--- config.mk ---
export PLATFORM = sky130hd
export DESIGN_NAME = alu_pipe
export DESIGN_NICKNAME = d
export VERILOG_FILES = /design/src/rtl/alu_pkg.sv /design/src/rtl/alu_pipe_core.sv /design/src/rtl/alu_pipe.sv
export SDC_FILE = /design/constraint.sdc
export NUM_CORES = 1
export LEC_CHECK = 0
export BUFFER_PORTS_ARGS = -buffer_cell sky130_fd_sc_hd__buf_2
export CORE_MARGIN = 3
export CORE_UTILIZATION = 40
export DETAILED_ROUTE_END_ITERATION = 8
export PLACE_DENSITY = 0.67
export SLEW_MARGIN = 20
export SYNTH_ARGS = -nofsm -noshare
export SYNTH_HDL_FRONTEND = slang
export SYNTH_SLANG_ARGS = --single-unit
--- constraint.sdc ---
create_clock -name clk -period 9.2 [get_ports clk]
set_input_delay 1.84 -clock clk [delete_from_list [all_inputs] [get_ports clk]]
set_output_delay 1.84 -clock clk [all_outputs]
set_load 0.05 [all_outputs]
--- src/rtl/alu_pkg.sv ---
// Shared definitions for the pipelined ALU: opcode encodings and flag bit positions.
package alu_pkg;

  localparam logic [3:0] OP_ADD = 4'd0;
  localparam logic [3:0] OP_ADC = 4'd1;
  localparam logic [3:0] OP_SUB = 4'd2;
  localparam logic [3:0] OP_SBB = 4'd3;
  localparam logic [3:0] OP_AND = 4'd4;
  localparam logic [3:0] OP_OR  = 4'd5;
  localparam logic [3:0] OP_XOR = 4'd6;
  localparam logic [3:0] OP_NOT = 4'd7;
  localparam logic [3:0] OP_SHL = 4'd8;
  localparam logic [3:0] OP_SHR = 4'd9;
  localparam logic [3:0] OP_SAR = 4'd10;
  localparam logic [3:0] OP_ROL = 4'd11;
  localparam logic [3:0] OP_ROR = 4'd12;

  // Flag vector is packed as {S, Z, C, P, O}
  localparam int NFLAGS = 5;
  localparam int FLAG_O = 0;
  localparam int FLAG_P = 1;
  localparam int FLAG_C = 2;
  localparam int FLAG_Z = 3;
  localparam int FLAG_S = 4;

endpackage

--- src/rtl/alu_pipe_core.sv ---
// Combinational datapath: computes the result and next flags from op, operands and carry-in.
import alu_pkg::*;

module alu_pipe_core #(
  parameter int W  = 16,
  parameter int SH = $clog2(W)
) (
  input  logic [3:0]        op,
  input  logic [W-1:0]      x,
  input  logic [W-1:0]      y,
  input  logic              cin,
  output logic [W-1:0]      r,
  output logic [NFLAGS-1:0] flags
);

  function automatic logic even_parity(input logic [W-1:0] v);
    return ~(^v);
  endfunction

  logic [SH-1:0] k_s;
  logic [SH-1:0] shl_idx_s;
  logic [SH-1:0] shr_idx_s;
  logic [SH:0]   k_inv_s;
  logic          add_cin_s;
  logic          sub_cin_s;
  logic [W:0]    add_s;
  logic [W:0]    sub_s;
  logic          add_ovf_s;
  logic          sub_ovf_s;
  logic [W-1:0]  r_s;
  logic          c_s;
  logic          o_s;

  assign k_s       = y[SH-1:0];
  // Carry-out bit positions for shifts; only meaningful when k != 0
  assign shl_idx_s = SH'(W) - k_s;
  assign shr_idx_s = k_s - SH'(1);
  assign k_inv_s   = (SH+1)'(W) - {1'b0, k_s};

  assign add_cin_s = (op == OP_ADC) ? cin : 1'b0;
  assign sub_cin_s = (op == OP_SBB) ? cin : 1'b0;
  assign add_s     = {1'b0, x} + {1'b0, y} + {{W{1'b0}}, add_cin_s};
  assign sub_s     = {1'b0, x} - {1'b0, y} - {{W{1'b0}}, sub_cin_s};
  assign add_ovf_s = (x[W-1] == y[W-1]) && (add_s[W-1] != x[W-1]);
  assign sub_ovf_s = (x[W-1] != y[W-1]) && (sub_s[W-1] != x[W-1]);

  // Opcode decode; reserved opcodes and zero-distance shifts pass x through with carry held
  always_comb begin
    r_s = x;
    c_s = cin;
    o_s = 1'b0;
    case (op)
      OP_ADD, OP_ADC: begin
        r_s = add_s[W-1:0];
        c_s = add_s[W];
        o_s = add_ovf_s;
      end
      OP_SUB, OP_SBB: begin
        r_s = sub_s[W-1:0];
        c_s = sub_s[W];
        o_s = sub_ovf_s;
      end
      OP_AND: begin r_s = x & y; c_s = 1'b0; end
      OP_OR:  begin r_s = x | y; c_s = 1'b0; end
      OP_XOR: begin r_s = x ^ y; c_s = 1'b0; end
      OP_NOT: begin r_s = ~x;    c_s = 1'b0; end
      OP_SHL: begin
        if (k_s != {SH{1'b0}}) begin
          r_s = x << k_s;
          c_s = x[shl_idx_s];
        end else begin
          r_s = x;
        end
      end
      OP_SHR: begin
        if (k_s != {SH{1'b0}}) begin
          r_s = x >> k_s;
          c_s = x[shr_idx_s];
        end else begin
          r_s = x;
        end
      end
      OP_SAR: begin
        if (k_s != {SH{1'b0}}) begin
          r_s = $signed(x) >>> k_s;
          c_s = x[shr_idx_s];
        end else begin
          r_s = x;
        end
      end
      OP_ROL: begin
        if (k_s != {SH{1'b0}}) begin
          r_s = (x << k_s) | (x >> k_inv_s);
          c_s = r_s[0];
        end else begin
          r_s = x;
        end
      end
      OP_ROR: begin
        if (k_s != {SH{1'b0}}) begin
          r_s = (x >> k_s) | (x << k_inv_s);
          c_s = r_s[W-1];
        end else begin
          r_s = x;
        end
      end
      default: begin
        r_s = x;
        c_s = cin;
        o_s = 1'b0;
      end
    endcase
  end

  assign r              = r_s;
  assign flags[FLAG_S]  = r_s[W-1];
  assign flags[FLAG_Z]  = (r_s == {W{1'b0}});
  assign flags[FLAG_C]  = c_s;
  assign flags[FLAG_P]  = even_parity(r_s);
  assign flags[FLAG_O]  = o_s;

endmodule

--- src/rtl/alu_pipe.sv ---
// Registered ALU stage with valid/ready on both sides; the flag register is the architectural carry.
import alu_pkg::*;

module alu_pipe #(
  parameter int W  = 16,
  parameter int SH = $clog2(W)
) (
  input  logic         clk,
  input  logic         rst,
  input  logic         in_valid,
  output logic         in_ready,
  input  logic [3:0]   op,
  input  logic [W-1:0] x,
  input  logic [W-1:0] y,
  output logic         out_valid,
  input  logic         out_ready,
  output logic [W-1:0] z,
  output logic         sign,
  output logic         zero,
  output logic         carry,
  output logic         parity,
  output logic         overflow
);

  logic [W-1:0]      r_s;
  logic [NFLAGS-1:0] flags_s;
  logic [W-1:0]      z_r;
  logic [NFLAGS-1:0] flags_r;
  logic              out_valid_r;
  logic              issue_s;
  logic              accept_s;

  assign in_ready = !out_valid_r || out_ready;
  assign issue_s  = in_valid && in_ready;
  assign accept_s = out_valid_r && out_ready;

  alu_pipe_core #(.W(W), .SH(SH)) u_core (
    .op    (op),
    .x     (x),
    .y     (y),
    .cin   (flags_r[FLAG_C]),
    .r     (r_s),
    .flags (flags_s)
  );

  // Result register: load on issue, drop valid on a pure accept, otherwise hold
  always_ff @(posedge clk or posedge rst) begin
    if (rst) begin
      z_r         <= {W{1'b0}};
      flags_r     <= {NFLAGS{1'b0}};
      out_valid_r <= 1'b0;
    end else if (issue_s) begin
      z_r         <= r_s;
      flags_r     <= flags_s;
      out_valid_r <= 1'b1;
    end else if (accept_s) begin
      out_valid_r <= 1'b0;
    end else begin
      out_valid_r <= out_valid_r;
    end
  end

  assign out_valid = out_valid_r;
  assign z         = z_r;
  assign sign      = flags_r[FLAG_S];
  assign zero      = flags_r[FLAG_Z];
  assign carry     = flags_r[FLAG_C];
  assign parity    = flags_r[FLAG_P];
  assign overflow  = flags_r[FLAG_O];

endmodule
# Word level (Yosys, flattened, before mapping)
# Index checks and enable logic that the tools add are counted.
# Widths: inputs -> output; s select.
[op_classes]
add_sub_neg = 7
n_lt_le_gt_ge = 2
eq_ne = 20
n_shift = 5
n_mux = 20
n_bitwise = 7
n_reduce_logical = 17
[op_table]
columns = ["op", "n"]
rows = [
  ["$pmux 16 s11", 1],
  ["$mux 16", 5],
  ["$or 16x16->16", 3],
  ["$eq 4x4->1 const B", 5],
  ["$add 16x16->17", 1],
  ["$add 17x1->17", 1],
  ["$sub 16x16->17", 1],
  ["$sub 17x1->17", 1],
  ["$and 16x16->16", 1],
  ["$eq 4x3->1 const B", 4],
  ["$logic_not 16->1", 1],
  ["$not 16->16", 1],
  ["$reduce_xor 16->1", 1],
  ["$shl 16x4->16", 1],
  ["$shl 16x5->16", 1],
  ["$shr 16x4->16", 1],
  ["$shr 16x5->16", 1],
  ["$sshr 16x4->16", 1],
  ["$xor 16x16->16", 1],
  ["$lt 4x5->1 const B", 2],
  ["$mux 1", 10],
  ["$bmux 1 s4", 2],
  ["$eq 4x2->1 const B", 2],
  ["$ne 2x1->1 const B", 4],
  ["other kinds (19)", 26],
]
[word_totals]
register_bits = 22
input_bits = 40
output_inout_bits = 23

# Longest topological paths before layout
[depth]
word_depth = 7
ltp_mapped = 21
mapped_depth_nobuf = 18

# Modules after synthesis
# Synthesis repeated with hierarchy kept, for this count alone.
[unflattened]
hier_cells = 1049
area_unflattened_um2 = 7820.0
[by_module_without_submodules]
columns = ["module", "instances", "cells_per_inst", "area_per_inst_um2", "seq_area_each_um2"]
rows = [
  ["alu_pipe_core", 1, 1000, 6881.6, 0.0],
  ["alu_pipe", 1, 49, 938.4, 550.5],
]

# Worst setup path after synthesis
# OpenSTA, ideal clock, no wires.
[synth_timing]
path_type = "input to register"
startpoint = "in op[1]"
endpoint = "reg flags_r[1]"
setup_time_ns = 0.135
t_arrival_ns = 6.274
t_required_ns = 9.065
slack_ns = 2.791
stages = 20
cell_sequence = "clkbuf_1 -> clkbuf_8 -> clkbuf_1 -> buf_1 -> nand4_1 -> fa_1 -> fa_1 -> o21ai_0 -> o2bb2ai_1 -> o21ai_0 -> o41ai_1 -> o21bai_1 -> xor2_1 -> a211oi_1 -> or2_1 -> ha_1 -> xnor2_1 -> xnor2_1 -> xnor2_1 -> o21ai_0"
[synth_between]
elab_chain_cells = 6
elab_cells_between_ends = 22
cone_classes = "2 x add/sub; 12 x eq/ne; 3 x mux; 1 x bitwise; 4 x reduce/logical"
[synth_lines]
columns = ["element", "line_no", "source"]
rows = [
  ["start, declared", "alu_pipe.sv:12", "input logic [3:0] op,"],
  ["$eq 4x2->1 / $eq 4x1->1 (equally long branches)", "alu_pipe_core.sv:41, alu_pipe_core.sv:52, alu_pipe_core.sv:40", ""],
  ["$mux 1 (on tied branches)", "alu_pipe_core.sv:41, alu_pipe_core.sv:40", ""],
  ["$sub 17x1->17 / $add 17x1->17 (equally long branches)", "alu_pipe_core.sv:43, alu_pipe_core.sv:42", ""],
  ["$pmux 16 s11 (*)", "alu_pipe_core.sv:52", "case (op)"],
  ["$reduce_xor 16->1 (*)", "alu_pipe_core.sv:17", "return ~(^v);"],
  ["$not 1->1 (*)", "alu_pipe_core.sv:17", ""],
  ["end signal, assigned", "alu_pipe.sv:50", "flags_r <= {NFLAGS{1'b0}};"],
  ["end signal, assigned", "alu_pipe.sv:54", "flags_r <= flags_s;"],
  ["end, declared", "alu_pipe.sv:28", "logic [NFLAGS-1:0] flags_r;"],
]
# Mark *: on every way between the ends. The rest lies on a longest branch, timed or not.
# A chain may end at the register's enable or synchronous reset.

# Final worst setup path
[layout_timing]
startpoint = "in y[0]"
endpoint = "reg flags_r[1]"
[layout_between]
elab_chain_cells = 7
elab_cells_between_ends = 24
cone_classes = "5 x add/sub; 5 x shift; 6 x mux; 6 x bitwise; 2 x reduce/logical"
[layout_lines]
columns = ["element", "line_no", "source"]
rows = [
  ["start, declared", "alu_pipe.sv:14", "input logic [W-1:0] y,"],
  ["parallel branches: the longest is 4 deep, another holds $sub 16x16->17", "-", ""],
  ["$pmux 16 s11 (*)", "alu_pipe_core.sv:52", ""],
  ["$reduce_xor 16->1 (*)", "alu_pipe_core.sv:17", ""],
  ["$not 1->1 (*)", "alu_pipe_core.sv:17", ""],
]
# Mark *: on every way between the ends.

==> out/results.txt <==
Worst EP required = 9320 ps
Synth top area share = 0.122
Fillers = 2007
Avg Vias per Cell = 6.63
Max incr delay on CP = 780 ps
Status = completed
Iter 0 DRT Violations = 1397
Final Slew Violations = 0
Post-synthesis sequential area ratio = 0.0678
Multi-input gate area = 6490 µm²
Share of cells above drive strength 1 = 0.138
Final total power = 0.858 mW
Post-synth EDFFs = 0
First-pass GRT wire length = 45900 µm
Largest net degree at the start of global routing = 57
PortBufs = 62
Hold crit path type = register to register
WL/cell = 23.5 µm
GRT Total Usage = 0.271
P_leak = 3.30 nW
Number of max-cap violations = 0
Pwr dens = 107 nW/µm²
Nets@finish = 1130
Worst vdd ir = 0.0000668 V
DRC Markers = 0
Antenna viol nets, final = 0
Die footprint = 21100 µm²
Postcts setup bufs = 0
Most frequent cell after synthesis = nor2_1
Synth unique cells = 83
CTS Hold Buffers Added = 0
Synth top area cells = mux4_2, ha_1, dfrtp_1
Core Footprint = 18900 µm²
Detailed Route WL = 29900 µm
Period utilization = 0.745
GP Congestion = 1.03
Async SR Flop Fraction = 1.00
CTS buffer count = 3
Internal = 0.400 mW
Final Hold Fails = 0
Sequential Power Share = 0.142
FF+latch area = 526 µm²
Setup tns final = 0 ps
Via count = 8435
Syn nets = 1143
Post-Syn Instances = 1027
Initial antenna violation count = 0
Worst Slack Setup Final = 2340 ps
Net Sw Frac = 0.534
WP buf/inv = 2
Largest area contributor in the netlist = mux4_2
Syn avg cell area = 7.55 µm²
CP Class = input port to register
Fmax = 146 MHz
Critical path arrival = 6980 ps
Area Overhead vs Synth = 3.84%
CP top delay family = compound AO/OA/AOI/OAI gates
Clk root buf = clkbuf_16
Worst-skew pair later-pin latency = 250 ps
Die Width = 145 µm
Row Count = 50
CP max stage cell = o41ai_1
Seq cells post-synth = 21
Ports = 63
Worst-path fanout max = 28
Starting Density = 0.410
Crit path cell chain = buf_2, inv_2, fa_1, fa_1, o21ai_0, o2bb2ai_1, o21ai_0, o41ai_1, o21bai_1, xor2_1, a211oi_1, or2_1, ha_1, xnor2_1, xnor2_1, xnor2_1, o21ai_0
CTS tree = done
Rel. slew slack = 0.355
H-tree Lvls = 1
Synth Flop Type = dfrtp_1
RSZ-0062 raised after global routing = false
Finish-stage setup viols = 0
Detailed Place HPWL = 22200 µm
Synth cell count leaders = nor2_1, nand2_1, o21ai_0, ha_1, inv_1
Post-layout minimum cycle time = 6860 ps
Pre-antenna DRT Iters = 6
Via count of the first global-routing pass = 7608
Die height = 145 µm
CP startpoint kind = input port
CTS clk-pin slew, worst paths = 50 ps
DP Cell Count = 1269
CP Capture Type = register
Post-CTS Resized = 0
Clock power share = 0.104
Mapped cell area = 7750 µm²
Comb power frac = 0.755
Clk buf depth = 2
Sink Count = 21
Ant diodes = 0
Switching pwr = 0.459 mW
Worst Clk Skew = 2.99 ps
Non-filler cells, final = 1273
Total overflow reported by the global router = 0
Pre-CTS WS = 2130 ps
Synth Warn # = 0
Least-Margin Pin Slew = 962 ps
-- stage by stage --
stage / utilization / area [µm²] / hold slack (ps)
5_1_grt: 0.426 / 8050 / 512
3_5_place_dp: 0.422 / 7970 / 466
3_3_place_gp: 0.422 / 7970 / 456
2_1_floorplan: - / 7750 / 746
4_1_cts: 0.426 / 8050 / 477
6_report: 0.426 / 8050 / 472
-- power groups by stage --
stage               Combinational (mW)  Clock [mW]  Sequential (mW)
detailed placement               0.631           0            0.123
global placement                 0.631           0            0.123
CTS                              0.633      0.0911            0.122
global route                     0.698      0.0965            0.125
floorplan                        0.413           0            0.186
finish                           0.648      0.0892            0.121
-- cell type report --
| type | instances | area share |
|---|---|---|
| clock buffer | 3 | 0.00933 |
| clock inverter | 1 | 0.000622 |
| inverter | 61 | 0.0284 |
| multi-input combinational | 853 | 0.806 |
| sequential | 21 | 0.0653 |
| tap | 260 | 0.0404 |
| timing repair buffer | 74 | 0.0497 |
-- state kept, by name, summed over array words and instances, names as in the netlist --
name       cells
flags_r        4
out_valid      1
z             16
-- cell families (layout without fill, tap and decap cells) --
| family | Yosys count | after routing | share of synthesized area |
|---|---|---|---|
| XOR/XNOR | 29 | 29 | 0.0345 |
| buffers and inverters | 153 | 139 | 0.0960 |
| AND/OR/NAND/NOR | 332 | 332 | 0.204 |
| adder cells (fa/ha/maj) | 76 | 76 | 0.127 |
| AO/OA/AOI/OAI | 327 | 327 | 0.283 |
| multiplexers | 89 | 89 | 0.188 |
| flip-flops | 21 | 21 | 0.0678 |
-- cells in the final DEF, fill, tap and decap left out, types with 26 or more instances in the layout --
cell type	Yosys	layout
nor2_1	108	108
o211ai_1	26	26
inv_1	57	57
nor3_1	33	33
a21oi_1	54	54
nand2_1	81	81
mux4_2	42	42
ha_1	72	72
buf_2	17	62
mux2i_1	38	38
o21ai_0	81	81
-- routing by layer --
metal,routed length [µm],vias up,global-route usage
met2,12700,563,0.397
met4,1180,0,0.0902
met1,12700,3972,0.398
li1,-,3817,-
met5,0,-,0
met3,3340,83,0.0506
-- worst paths after layout --
path | start | to | slack [ps] | cells past startpoint
min reg2reg | z[5] | z[5] | 470 | 2
min | z[5] | z[5] | 470 | 2
min in group asynchronous | rst | z[13] | 1710 | 2
max in group asynchronous | rst | flags_r[3] | 7040 | 2
max reg2reg | flags_r[2] | flags_r[1] | 4370 | 16
max | y[0] | flags_r[1] | 2340 | 17
-- worst register-to-register path, cell delays in order, from the launching register on --
cell and delay, ps:
dfrtp_1 450, nand4_1 220, fa_1 500, fa_1 410, o21ai_0 220, o2bb2ai_1 240, o21ai_0 230, o41ai_1 780
o21bai_1 190, xor2_1 170, a211oi_1 320, or2_1 160, ha_1 240, xnor2_1 200, xnor2_1 160, xnor2_1 130
o21ai_0 80
(Power assumes the default switching activity.)
